**src/rtl/noc_link_rx.sv**
```systemverilog
// noc_link_rx: credit-based receiving endpoint of a router-to-router link.
// Buffers incoming flits in a first-word-fall-through FIFO sized to the
// upstream credit count, returns one credit per dequeued flit and flags
// overflow and in-packet destination changes with sticky error bits.
//
// Output handshake: a flit is transferred on every rising clk_noc edge where
// out_valid && out_ready are both 1. out_valid depends only on registered
// state, and out_data/out_dest/out_last hold steady while out_valid=1 and
// out_ready=0. out_ready is ignored while out_valid=0.
module noc_link_rx #(
    parameter int FLIT_WIDTH        = 32,
    parameter int DEST_WIDTH        = 6,
    parameter int FLIT_BUFFER_DEPTH = 4,
    parameter int OCC_WIDTH         = $clog2(FLIT_BUFFER_DEPTH + 1)
) (
    input  logic                  clk_noc,
    input  logic                  rst_noc_sync,
    input  logic [FLIT_WIDTH-1:0] data_in,
    input  logic [DEST_WIDTH-1:0] dest_in,
    input  logic                  is_tail_in,
    input  logic                  send_in,
    output logic                  credit_out,
    output logic                  out_valid,
    input  logic                  out_ready,
    output logic [FLIT_WIDTH-1:0] out_data,
    output logic [DEST_WIDTH-1:0] out_dest,
    output logic                  out_last,
    output logic [OCC_WIDTH-1:0]  occupancy,
    output logic                  overflow_err,
    output logic                  dest_err
);

    localparam int PTR_WIDTH = (FLIT_BUFFER_DEPTH > 1) ? $clog2(FLIT_BUFFER_DEPTH) : 1;
    localparam logic [PTR_WIDTH-1:0] PTR_LAST  = PTR_WIDTH'(FLIT_BUFFER_DEPTH - 1);
    localparam logic [OCC_WIDTH-1:0] OCC_FULL  = OCC_WIDTH'(FLIT_BUFFER_DEPTH);

    // Packet checker state; kept as a named signal so checkers can probe it.
    typedef enum logic {
        PKT_HEAD = 1'b0,
        PKT_BODY = 1'b1
    } pkt_state_t;

    logic [FLIT_WIDTH-1:0] data_mem [FLIT_BUFFER_DEPTH];
    logic [DEST_WIDTH-1:0] dest_mem [FLIT_BUFFER_DEPTH];
    logic                  tail_mem [FLIT_BUFFER_DEPTH];

    logic [PTR_WIDTH-1:0]  wr_ptr;
    logic [PTR_WIDTH-1:0]  rd_ptr;
    logic                  full;
    logic                  pop;
    logic                  push;
    logic                  overflow_set;

    pkt_state_t            pkt_state;
    pkt_state_t            pkt_state_next;
    logic [DEST_WIDTH-1:0] pkt_dest;
    logic [DEST_WIDTH-1:0] pkt_dest_next;
    logic                  dest_err_set;

    // A full FIFO still accepts a flit when the head leaves in the same cycle.
    assign full         = (occupancy == OCC_FULL);
    assign out_valid    = (occupancy != '0);
    assign pop          = out_valid && out_ready;
    assign push         = send_in && (!full || pop);
    assign overflow_set = send_in && full && !pop;

    assign out_data = data_mem[rd_ptr];
    assign out_dest = dest_mem[rd_ptr];
    assign out_last = tail_mem[rd_ptr];

    // Flit storage: written on accepted pushes only, contents need no reset.
    always_ff @(posedge clk_noc) begin
        if (push) begin
            data_mem[wr_ptr] <= data_in;
            dest_mem[wr_ptr] <= dest_in;
            tail_mem[wr_ptr] <= is_tail_in;
        end
    end

    // Pointers, occupancy, credit pulse and sticky overflow flag.
    always_ff @(posedge clk_noc) begin
        if (rst_noc_sync) begin
            wr_ptr       <= '0;
            rd_ptr       <= '0;
            occupancy    <= '0;
            credit_out   <= 1'b0;
            overflow_err <= 1'b0;
        end else begin
            if (push) begin
                wr_ptr <= (wr_ptr == PTR_LAST) ? '0 : wr_ptr + 1'b1;
            end
            if (pop) begin
                rd_ptr <= (rd_ptr == PTR_LAST) ? '0 : rd_ptr + 1'b1;
            end
            case ({push, pop})
                2'b10:   occupancy <= occupancy + 1'b1;
                2'b01:   occupancy <= occupancy - 1'b1;
                default: occupancy <= occupancy;
            endcase
            credit_out <= pop;
            if (overflow_set) begin
                overflow_err <= 1'b1;
            end
        end
    end

    // Packet checker registers and sticky destination error.
    always_ff @(posedge clk_noc) begin
        if (rst_noc_sync) begin
            pkt_state <= PKT_HEAD;
            pkt_dest  <= '0;
            dest_err  <= 1'b0;
        end else begin
            pkt_state <= pkt_state_next;
            pkt_dest  <= pkt_dest_next;
            if (dest_err_set) begin
                dest_err <= 1'b1;
            end
        end
    end

    // Packet checker next state: only accepted flits advance it.
    always_comb begin
        pkt_state_next = pkt_state;
        pkt_dest_next  = pkt_dest;
        dest_err_set   = 1'b0;
        case (pkt_state)
            PKT_HEAD: begin
                if (push && !is_tail_in) begin
                    pkt_dest_next  = dest_in;
                    pkt_state_next = PKT_BODY;
                end
            end
            PKT_BODY: begin
                if (push) begin
                    if (dest_in != pkt_dest) begin
                        dest_err_set = 1'b1;
                    end
                    if (is_tail_in) begin
                        pkt_state_next = PKT_HEAD;
                    end
                end
            end
            default: pkt_state_next = PKT_HEAD;
        endcase
    end

endmodule

```
**config.mk**
```make
export PLATFORM = sky130hd
export DESIGN_NAME = noc_link_rx
export DESIGN_NICKNAME = d
export VERILOG_FILES = /design/src/rtl/noc_link_rx.sv
export SDC_FILE = /design/constraint.sdc
export NUM_CORES = 1
export LEC_CHECK = 0
export ABC_AREA = 1
export CORE_ASPECT_RATIO = 0.5
export CORE_MARGIN = 2
export CORE_UTILIZATION = 25
export CTS_BUF_LIST = sky130_fd_sc_hd__clkbuf_8 sky130_fd_sc_hd__clkbuf_16
export CTS_CLUSTER_SIZE = 30
export DETAILED_ROUTE_END_ITERATION = 12
export HOLD_SLACK_MARGIN = 0.12
export PLACE_DENSITY = 0.52
export SLEW_MARGIN = 20
export SYNTH_ARGS = -nofsm -noshare
export SYNTH_HDL_FRONTEND = slang
export SYNTH_SLANG_ARGS = --single-unit
```
**constraint.sdc**
```tcl
create_clock -name clk_noc -period 3.8 [get_ports clk_noc]
set_input_delay 0.57 -clock clk_noc [delete_from_list [all_inputs] [get_ports clk_noc]]
set_output_delay 0.57 -clock clk_noc [all_outputs]
set_load 0.02 [all_outputs]
```
==> impl_metrics.yaml <==
clocking:
  hold_buffers: 0
  clock_latency_ns: 0.43
  root_buffer: "clkbuf_16"
  cts_tree: "built"
  cts_setup_buffers: 0
  clkTransAtPathRegs_ns: 0.07
  cts_buffer_depth: 2
  cts_buffers: 17
  cts_resized: 0
  htreeDepth: 4
  clock_sinks: 175
logic_synthesis:
  synth.distinct_cells: 26
  ys_ff_latch: 175
  ys_warn_count: 0
  synth_area_um2: 6726
  synth.top_cell.area_share: 0.6964
  synth.net_count: 563
  synthTopCellsByArea: "edfxtp_1 70%, o21ai_0 6.3%, dfxtp_1 5.7%"
  syn_avg_cell_area_um2: 13.09
  synth_cells: 514
  yosys.area.top_type: "edfxtp_1"
  ys_seq_area_frac: 0.7530
layout:
  final_util: 0.3286
  fillers: 2585
  final_cell_mix: "156 x edfxtp_1, 97 x nor2_1, 88 x clkdlybuf4s50_1"
  n_antenna_cell: 0
  area_growth_pct: 29.11
  multi_input_area_um2: 1463
  seq_area_um2: 5066
  drive_gt1_frac: 0.08604
  fin_nets: 652
  mostFrequentLayoutCell: "edfxtp_1"
power_and_ir_drop:
  swShare: 0.2999
  pwr-share-seq: 0.435
  vdd_ir_drop_max_uv: 297.4
  p_switching_mw: 1.553
  p_comb_frac: 0.223
  p_per_area_nw_per_um2: 596.3
  p_clk_frac: 0.341
  leakagePower_nw: 2.932
  finalPower_mw: 5.179
  p_int_mw: 3.626
sta:
  min_period_ns: 3.095
  final-hold-violation-count: 0
  maxSlewViolCount: 0
  tightest_slew_ns: 0.7665
  fmax_ghz: 0.3231
  max_slew_margin: 0.4890
  setup_viol: 0
  fin_tns_setup_ns: 0
  skew_ns: 0.009539
  rsz0062_at_grt: "false"
  fin_crit_sh: 0.8145
placed_design:
  globalplace.congestion: 0.7058
  dp_hpwl_um: 8972
  io_buffers: 88
worst_setup_path:
  end_kind: "primary output"
  worstPathRequired_ns: 3.23
  slowest_delay_ns: 0.71
  cp_top_family: "buffers and inverters"
  path_cells: "buf_4 -> o21ai_0 -> o22ai_1 -> clkdlybuf4s50_1"
  cp_max_fo: 78
  critPathLaunchType: "flop"
  cp.arrival_ns: 2.53
  regToRegSetupSlack_ns: 1.91
  cpMaxStageDelayCell: "clkdlybuf4s50_1"
  worst-setup-path-type: "reg2out"
  path_buf_inv: 2
floorplan:
  die_w_um: 236.0
  rows: 42
  core_um2: 26430
  initial_core_util: 0.2545
  num_io_pins: 89
  dieArea_um2: 28310
  dieHeight_um: 120.0
global_routing:
  grt_max_degree: 79
  antenna_found_initial: 1
  grt_pass1_vias: 4200
  use_met2: 0.1967
  grt_use_total: 0.1097
  grt_pass1_wl_um: 23380
  met1_usage: 0.1325
  gr-max-usage-layer: "met2"
  overflow: 0
  grtUsageMet3: 0.02530
detailed_routing:
  via_count: 4131
  routed_wl_um: 15090
  wl_per_cell_um: 15.59
  drt_pass1_iterations: 4
  vias_per_cell: 4.268
  route.detailed.drc: 0
  antenna_left: 0
  drtIter0Drc: 271
run:
  max_cap_violations: 0
status:
  status: "finished, final reports clean"
min_path:
  hold_class: "reg2reg"
[tightest hold or removal path, cell delays in order, from the launching register on]
cell	delay (ns)
dfxtp_1	0.31
inv_1	0.04
a21oi_1	0.05
[cell families after synthesis]
group / count (synthesis) / share of synthesized area
AND/OR/NAND/NOR: 141 / 0.08761
AO/OA/AOI/OAI: 137 / 0.1118
buffers and inverters: 54 / 0.03404
XOR/XNOR: 1 / 0.001302
adder cells (fa/ha/maj): 6 / 0.01228
flip-flops: 175 / 0.7530
[cell usage after synthesis, drive strengths merged]
library cell and number:
nor2 103, nand2 26, o21a 2, nand4 1, o21ai 84, clkinv 1, a21oi 11, xor2 1
dfxtp 19, nand3 11, fa 1, edfxtp 156, clkbuf 16, o211a 1, inv 27, ha 5
o22ai 39, buf 10
[power groups by stage]
stage,clock network [mW],logic [mW],registers [mW]
3_3_place_gp,0,1.17,2.30
3_5_place_dp,0,1.18,2.30
6_report,1.77,1.16,2.25
5_1_grt,1.89,1.26,2.26
4_1_cts,1.81,1.19,2.25
2_1_floorplan,0,0.617,2.30
[registers in the layout, indices dropped and copies added (netlist names), named ones only]
| register | cells |
|---|---|
| data_mem | 128 |
| dest_mem | 24 |
| pkt_dest | 6 |
| tail_mem | 4 |
| occupancy | 3 |
| rd_ptr | 2 |
| wr_ptr | 2 |
| credit_out | 1 |
| dest_err | 1 |
| overflow_err | 1 |
[layer usage]
layer	share of wire	routed length, µm	up-vias
li1	-	-	2038
met1	0.44	6680	2030
met2	0.52	7865	48
met3	0.027	403	13
met4	0.0086	129	2
met5	0.00046	7	-
[path summary, 6_finish.rpt]
check                           cells after the start                  endpoint                      start
worst min register to register                      2     dest_err$_SDFFE_PP0P_      dest_err$_SDFFE_PP0P_
worst min-delay path                                2     dest_err$_SDFFE_PP0P_      dest_err$_SDFFE_PP0P_
worst max-delay path                                4              out_data[31]                       flop
worst max register to register                      5  dest_mem[0][1]$_DFFE_PP_  occupancy[1]$_SDFFE_PP0P_
[metrics by stage]
| stage | hold slack, ns | setup WS, ns | std cells | cell area [µm²] |
|---|---|---|---|---|
| after floorplan | 0.4511 | 0.8795 | 514 | 6726 |
| after global placement | 0.4386 | 1.143 | 936 | 8065 |
| after detailed placement | 0.4399 | 1.107 | 936 | 8065 |
| after CTS | 0.4499 | 0.6262 | 968 | 8685 |
| after global routing | 0.4885 | 0.5376 | 968 | 8685 |
| final | 0.4487 | 0.7049 | 968 | 8685 |
[layout make-up]
| class | instances | area share |
|---|---|---|
| clock inverter | 15 | 0.02233 |
| sequential | 175 | 0.5833 |
| multi-input combinational | 285 | 0.1684 |
| inverter | 28 | 0.01210 |
| timing repair buffer | 96 | 0.1141 |
| clock buffer | 17 | 0.04898 |
| tap | 352 | 0.05071 |
No activity file was read; power rests on OpenSTA's default activity.
